File: src/rtl/frame_wr_pkg.sv
// Shared types and widths for the frame capture writer.
// Optional FRAME_WR_DROP_CNT_EN adds a dropped-pixel counter on the top.
package frame_wr_pkg;

    localparam int MEM_DW = 256;
    localparam int MEM_AW = 28;
    localparam int PIX_W  = 24;
    localparam int LANES  = 8;
    localparam int LANE_W = MEM_DW / LANES;
    localparam int OFF_W  = 17;

    typedef enum logic {
        IDLE,
        CAPTURE
    } cap_state_t;

    typedef struct packed {
        logic [OFF_W-1:0]  off;
        logic [MEM_DW-1:0] data;
    } fifo_ent_t;

    function automatic logic [LANE_W-1:0] lane_pad(input logic [PIX_W-1:0] p);
        return {{(LANE_W-PIX_W){1'b0}}, p};
    endfunction

endpackage

File: src/rtl/frame_wr_if.sv
// Word-wide memory request bus shared with the display read path.
// rw is driven low by the writer; last_addr_update marks the final word.
interface frame_wr_if;
    import frame_wr_pkg::*;

    logic              mem_valid_data;
    logic              mem_ready_data;
    logic              mem_rw_data;
    logic [MEM_AW-1:0] mem_data_addr;
    logic [MEM_DW-1:0] data_wr;
    logic              last_addr_update;

    modport master (
        output mem_valid_data,
        output mem_rw_data,
        output mem_data_addr,
        output data_wr,
        output last_addr_update,
        input  mem_ready_data
    );

    modport slave (
        input  mem_valid_data,
        input  mem_rw_data,
        input  mem_data_addr,
        input  data_wr,
        input  last_addr_update,
        output mem_ready_data
    );

endinterface

File: src/rtl/frame_wr_fifo.sv
// Two-entry FIFO of {word offset, packed word}.
// A push while full is taken only if the head is popped on the same edge.
module frame_wr_fifo
    import frame_wr_pkg::*;
(
    input  logic      clk,
    input  logic      rst_n,
    input  logic      push,
    input  fifo_ent_t din,
    input  logic      pop,
    output fifo_ent_t dout,
    output logic      full,
    output logic      empty
);

    fifo_ent_t  ent [2];
    logic       wp;
    logic       rp;
    logic [1:0] cnt;
    logic       do_pop;
    logic       do_push;

    assign full    = (cnt == 2'd2);
    assign empty   = (cnt == 2'd0);
    assign do_pop  = pop & ~empty;
    assign do_push = push & (~full | do_pop);
    assign dout    = ent[rp];

    always_ff @(posedge clk or negedge rst_n) begin
        if (!rst_n) begin
            ent[0] <= '0;
            ent[1] <= '0;
            wp     <= 1'b0;
            rp     <= 1'b0;
            cnt    <= 2'd0;
        end else begin
            if (do_push) begin
                ent[wp] <= din;
                wp      <= ~wp;
            end
            if (do_pop) begin
                rp <= ~rp;
            end
            cnt <= cnt + 2'(do_push) - 2'(do_pop);
        end
    end

endmodule

File: src/rtl/frame_writer.sv
// Packs a 24-bit pixel stream eight to a word and writes frames to memory.
// Define FRAME_WR_DROP_CNT_EN to add the drop_cnt output.
module frame_writer
    import frame_wr_pkg::*;
#(
    parameter int H_ACTIVE = 640,
    parameter int V_ACTIVE = 480
) (
    input  logic              clk,
    input  logic              rst_n,
    input  logic              capture_on,
    input  logic [MEM_AW-1:0] mem_start,
    input  logic              pix_valid,
    input  logic              pix_sof,
    input  logic [PIX_W-1:0]  pix_rgb,
    frame_wr_if.master        mem,
    output logic              overflow,
`ifdef FRAME_WR_DROP_CNT_EN
    output logic [15:0]       drop_cnt,
`endif
    output logic              sync_err
);

    localparam int FRAME_WORDS = H_ACTIVE * V_ACTIVE / LANES;
    localparam logic [OFF_W-1:0] LAST_OFF = OFF_W'(FRAME_WORDS - 1);

    cap_state_t       state;
    cap_state_t       state_n;
    logic [2:0]       lane;
    logic [2:0]       lane_n;
    logic [OFF_W-1:0] off;
    logic [OFF_W-1:0] off_n;
    logic [PIX_W-1:0] lbuf [LANES-1];

    logic             take;
    logic [2:0]       take_lane;
    logic             word_done;
    logic             sync_hit;
    logic [MEM_DW-1:0] word;

    fifo_ent_t        head;
    logic             full;
    logic             empty;
    logic             pop;
    logic             drop;
    logic             lau_q;

    // {off, lane} is the pixel counter; a sof with it nonzero is mid-frame
    always_comb begin
        state_n   = state;
        lane_n    = lane;
        off_n     = off;
        take      = 1'b0;
        take_lane = lane;
        word_done = 1'b0;
        sync_hit  = 1'b0;
        if (pix_valid) begin
            unique case (state)
                IDLE: begin
                    if (pix_sof && capture_on) begin
                        state_n   = CAPTURE;
                        take      = 1'b1;
                        take_lane = 3'd0;
                        lane_n    = 3'd1;
                        off_n     = '0;
                    end
                end
                CAPTURE: begin
                    if (pix_sof && (lane != 3'd0 || off != '0)) begin
                        sync_hit = 1'b1;
                        off_n    = '0;
                        if (capture_on) begin
                            take      = 1'b1;
                            take_lane = 3'd0;
                            lane_n    = 3'd1;
                        end else begin
                            state_n = IDLE;
                            lane_n  = 3'd0;
                        end
                    end else begin
                        take   = 1'b1;
                        lane_n = lane + 3'd1;
                        if (lane == 3'd7) begin
                            word_done = 1'b1;
                            off_n     = off + 17'd1;
                            if (off == LAST_OFF) begin
                                state_n = IDLE;
                                off_n   = '0;
                            end
                        end
                    end
                end
            endcase
        end
    end

    always_ff @(posedge clk or negedge rst_n) begin
        if (!rst_n) begin
            state <= IDLE;
            lane  <= 3'd0;
            off   <= '0;
            for (int k = 0; k < LANES - 1; k++) begin
                lbuf[k] <= '0;
            end
        end else begin
            state <= state_n;
            lane  <= lane_n;
            off   <= off_n;
            if (take && take_lane != 3'd7) begin
                lbuf[take_lane] <= pix_rgb;
            end
        end
    end

    // lane 7 is taken straight from the input on the completing pixel
    always_comb begin
        word = '0;
        for (int k = 0; k < LANES - 1; k++) begin
            word[k*LANE_W +: LANE_W] = lane_pad(lbuf[k]);
        end
        word[(LANES-1)*LANE_W +: LANE_W] = lane_pad(pix_rgb);
    end

    assign pop  = ~empty & mem.mem_ready_data;
    assign drop = word_done & full & ~pop;

    frame_wr_fifo u_fifo (
        .clk   (clk),
        .rst_n (rst_n),
        .push  (word_done),
        .din   ('{off: off, data: word}),
        .pop   (pop),
        .dout  (head),
        .full  (full),
        .empty (empty)
    );

    assign mem.mem_valid_data   = ~empty;
    assign mem.mem_rw_data      = 1'b0;
    assign mem.mem_data_addr    = empty ? '0 : mem_start + MEM_AW'(head.off);
    assign mem.data_wr          = head.data;
    assign mem.last_addr_update = lau_q;

    always_ff @(posedge clk or negedge rst_n) begin
        if (!rst_n) begin
            lau_q    <= 1'b0;
            overflow <= 1'b0;
            sync_err <= 1'b0;
        end else begin
            lau_q <= pop & (head.off == LAST_OFF);
            if (drop) begin
                overflow <= 1'b1;
            end
            if (sync_hit) begin
                sync_err <= 1'b1;
            end
        end
    end

`ifdef FRAME_WR_DROP_CNT_EN
    always_ff @(posedge clk or negedge rst_n) begin
        if (!rst_n) begin
            drop_cnt <= 16'd0;
        end else if (drop) begin
            drop_cnt <= (drop_cnt > 16'hFFF7) ? 16'hFFFF : drop_cnt + 16'd8;
        end
    end
`endif

endmodule

File: src/flat_wrapper.sv
// flat-port wrapper written by rule: the top's interface ports become plain ports
module frame_writer_flat import frame_wr_pkg::*;
#(
    parameter int H_ACTIVE = 640,
    parameter int V_ACTIVE = 480
)
  (clk, rst_n, capture_on, mem_start, pix_valid, pix_sof, pix_rgb, overflow, sync_err, mem_mem_valid_data, mem_mem_rw_data, mem_mem_data_addr, mem_data_wr, mem_last_addr_update, mem_mem_ready_data);
  frame_wr_if mem_i ();
  input  logic clk;
  input  logic rst_n;
  input  logic capture_on;
  input  logic [MEM_AW-1:0] mem_start;
  input  logic pix_valid;
  input  logic pix_sof;
  input  logic [PIX_W-1:0] pix_rgb;
  output logic overflow;
  output logic sync_err;
  output wire logic [$bits(mem_i.mem_valid_data)-1:0] mem_mem_valid_data;
  output wire logic [$bits(mem_i.mem_rw_data)-1:0] mem_mem_rw_data;
  output wire logic [$bits(mem_i.mem_data_addr)-1:0] mem_mem_data_addr;
  output wire logic [$bits(mem_i.data_wr)-1:0] mem_data_wr;
  output wire logic [$bits(mem_i.last_addr_update)-1:0] mem_last_addr_update;
  input wire logic [$bits(mem_i.mem_ready_data)-1:0] mem_mem_ready_data;
  assign mem_mem_valid_data = mem_i.mem_valid_data;
  assign mem_mem_rw_data = mem_i.mem_rw_data;
  assign mem_mem_data_addr = mem_i.mem_data_addr;
  assign mem_data_wr = mem_i.data_wr;
  assign mem_last_addr_update = mem_i.last_addr_update;
  assign mem_i.mem_ready_data = mem_mem_ready_data;
  frame_writer #(.H_ACTIVE(H_ACTIVE), .V_ACTIVE(V_ACTIVE)) u_core (.clk(clk), .rst_n(rst_n), .capture_on(capture_on), .mem_start(mem_start), .pix_valid(pix_valid), .pix_sof(pix_sof), .pix_rgb(pix_rgb), .mem(mem_i), .overflow(overflow), .sync_err(sync_err));
endmodule
File: config.mk
export PLATFORM = sky130hd
export DESIGN_NAME = frame_writer_flat
export DESIGN_NICKNAME = d
export VERILOG_FILES = /design/src/rtl/frame_wr_pkg.sv /design/src/rtl/frame_wr_if.sv /design/src/rtl/frame_wr_fifo.sv /design/src/rtl/frame_writer.sv /design/src/flat_wrapper.sv
export SDC_FILE = /design/constraint.sdc
export NUM_CORES = 1
export LEC_CHECK = 0
export ABC_AREA = 1
export ABC_CLOCK_PERIOD_IN_PS = 4000
export CORE_ASPECT_RATIO = 0.8
export CORE_MARGIN = 8
export CORE_UTILIZATION = 31
export DETAILED_ROUTE_END_ITERATION = 16
export GPL_TIMING_DRIVEN = 0
export PLACE_DENSITY_LB_ADDON = 0.25
export SYNTH_ARGS = -nofsm -noshare
export SYNTH_HDL_FRONTEND = slang
export SYNTH_SLANG_ARGS = --single-unit
File: constraint.sdc
create_clock -name clk -period 4 [get_ports clk]
set_input_delay 0.6 -clock clk [delete_from_list [all_inputs] [get_ports clk]]
set_output_delay 0.6 -clock clk [all_outputs]
set_load 0.005 [all_outputs]
==> results of run 1 <==
-- worst max-delay path, cell delays in order, from the launching register on --
cell	delay, ns
dfrtp_2	0.45
clkinv_4	0.11
buf_8	0.16
clkbuf_2	0.43
clkbuf_1	0.52
nand2_1	0.10
nand2_1	0.31
clkdlybuf4s50_1	0.60
-- flip-flops by register name, indices dropped and copies added, names as in the netlist, 2 cells and up --
signal             count
u_core.lane            3
u_core.u_fifo.ent    418
u_core.off            17
u_core.u_fifo.cnt      2
u_core.lbuf          168
-- per-layer routing --
layer / vias to the layer above / track usage (%)
li1: 11900 / -
met1: 12100 / 27.8
met2: 728 / 29.0
met3: 131 / 4.57
met4: 4 / 4.52
met5: - / 0
-- synthesized netlist by cell type --
cell,number,area (µm²)
a21oi_1,26,130
a31o_2,1,8.76
and2_1,2,12.5
buf_1,23,86.3
buf_2,49,245
buf_4,67,503
buf_6,15,169
clkbuf_1,94,353
clkinv_1,1,3.75
conb_1,1,3.75
dfrtp_1,614,15400
fa_1,1,20.0
ha_1,24,300
inv_1,271,1020
inv_2,9,33.8
inv_4,1,6.26
mux2i_1,1,10.0
nand2_1,1571,5900
nand2_2,3,18.8
nand2_4,1,11.3
nand3_1,92,460
nand3_2,2,20.0
nand3b_1,3,22.5
nand4_1,30,188
nand4_4,1,21.3
nor2_1,100,375
nor2_2,4,25.0
nor2_4,1,11.3
nor3_1,11,55.1
nor3b_1,5,37.5
nor4_1,1,6.26
o21ai_0,296,1480
o21ai_1,237,1190
o21bai_1,4,30.0
o31ai_1,1,7.51
xnor2_1,4,35.0
xor2_1,6,52.6
-- per-stage QoR --
stage,total power [mW],TNS [ns]
6_report,18.5,0
5_1_grt,19.6,-0.0251
4_1_cts,18.7,-0.0314
3_5_place_dp,12.9,-0.473
3_3_place_gp,12.8,-
2_1_floorplan,10.6,0
-- cell usage in the layout (no fill, tap or decap), drive strengths merged, types with 31 or more instances in the layout --
cell              n
nand4            31
o21ai           533
inv             283
conb             65
nand3            94
nand2          1575
nor2            105
clkdlybuf4s50   274
clkbuf          182
dfrtp           614
buf             164
-- worst max path at each step --
| stage | startpoint | to | slack (ns) | cells past startpoint |
|---|---|---|---|---|
| after floorplan | u_core.u_fifo.rp | mem_mem_data_addr[24] | 1.27 | 16 |
| after detailed placement | u_core.u_fifo.rp | mem_data_wr[32] | -0.1 | 7 |
| after CTS | u_core.u_fifo.rp | mem_mem_data_addr[25] | -0.03 | 14 |
| after global routing | u_core.u_fifo.rp | mem_mem_data_addr[26] | -0.02 | 14 |
| after global placement | rst_n | u_core.u_fifo.ent[103] | -26.43 | 1 |
| final | u_core.u_fifo.rp | mem_data_wr[32] | 0.1 | 7 |
-- area by class of cell --
type	instances	area share, %
antenna	1	0.00708
timing repair buffer	290	8.49
tap	1212	4.29
buffer	248	3.94
multi-input combinational	2493	31.1
clock buffer	90	5.11
clock inverter	19	0.496
sequential	614	43.5
inverter	282	3.02
-- timing repair --
action / CTS / global route
resized for setup: 32 / 84
setup endpoints to repair: 204 / 28
setup buffers: 2 / 1
hold buffers: 1 / 0
endpoints found under the hold margin: 47 / 0
pin swaps: 3 / 5
-- power breakdown --
group	switching [mW]	internal [mW]
Combinational	3.31	1.57
Clock	2.52	3.24
Sequential	0.633	7.28
-- logic make-up after synthesis --
logic type	Yosys count	synth area share, %
buffers and inverters	530	8.57
AOI/OAI and AO/OA	565	10.1
and+or+nand+nor	1827	25.4
other	1	0.0133
muxes	1	0.0355
DFF	614	54.5
xor gates and xnor gates	10	0.310
adders and majority gates	25	1.14
==> impl_results.md, run 1 <==
* Final worst slack at 0.0960 ns
* DRC errors left at 0
* Final hold slack at 0.470 ns
* Distinct cell type count after synthesis at 37
* Area of the multi-input gates at 0.0110 mm²
* CP max FO at 10
* P&R area growth vs syn at 25.2%
* FF/Latch Area at between 0.015 and 0.02 mm²
* GP Congestion at about 0.92
* Htree depth at 2
* Final Hold Violating Endpoints at 0
* Crit path time final at ~3.9 ns
* Max Cap Viol at 0
* Pre-Repair DR Iteration Count at 6
* Non-filler cells, final at between 5000 and 6000
* TritonCTS sink count at between 600 and 700
* Met1 wire length at 46600 µm
* Reg clk slew, reported paths at 0.06 ns
* Worst slew pin tran at between 1 and 1.5 ns
* Mapped cell area at 0.0282 mm²
* First-pass GRT wire length at between 150000 and 200000 µm
* Wire length per cell at between 15 and 20 µm
* Worst skew pair latency at 0.65 ns
* R2R Setup Slk at 0.93 ns
* IO buf count at around 280
* WP data arrival at 3.30 ns
* CP Launch Type: flop
* Max-slew violation count at 0
* Synth Instances at between 3000 and 4000
* Routed wire length at 101000 µm
* Met3 wire length at about 7900 µm
* Vias at 24800
* DP Area at 0.0329 mm²
* CP required at approximately 3.4 ns
* Initial antenna violation count at 8
* Cts bufs inserted at 59
* Layout cells sized above 1 at under 10%
* Synth warnings at 0
* Max-slew headroom at ~12%
* FP Rows at between 90 and 100
* Root Driver: clkbuf_16
* DP HPWL at about 73000 µm
* Result of the run: completed
* Post-route core utilization at 39.0%
* Initial cell density of the core at approximately 31%
* GRT Util Overall at 19.2%
* # fillers at 9505
* Detail Route Antenna Nets at 0
* Pwr Density at 525 mW/mm²
* Period Utilization, post-route at 97.6%
* Die Y at 286 µm
* Peak supply drop at between 0.4 and 0.5 mV
* Die Footprint at 0.101 mm²
* I/O Pins at 347
* Worst R2R End: u_core.u_fifo.ent[258]
* Hold crit path type: primary input to asynchronous set/reset pin
* WL met2 at 43800 µm
* Drt initial violations at 2350
* Via density at about 4.7
* Final instance area at 0.0353 mm²
* LEAKAGE at between 15 and 20 nW
* CTS tree: built
* Largest net degree at the start of global routing at 121
* Number of global-route vias before repair at 23800
* Clk buf depth at 3
* Core box area at 0.0907 mm²
* Sequential-to-total area share from yosys stat at 54.5%
* Top layer in use: met5
* Maximum clock frequency at 0.256 GHz
* R2R depth at 14
* RSZ-0062 raised after global routing: yes
* Crit Reg-Reg Startpoint: u_core.off[0]
* Final setup vio count at 0
* Synthesized area per cell at around 8 µm²
* Total gr overflow at 0
* Layout net count at ~4100
* Final Skew at 0.0270 ns
* Crit path kind: flop to output port
* Setup WS pre-CTS at -0.0964 ns
* Synth Register Bits at 614
* Critical Path End Type: output port
* Die W at 353 µm
* Dpl cells at a little over 5000
No activity file was read; power rests on OpenSTA's default activity.
==> run 2: changes to the inputs <==
CAP_MARGIN = 0   (was unset)
==> results of run 2 <==
The final DEF is identical to that of run 1; final timing and power are the same.
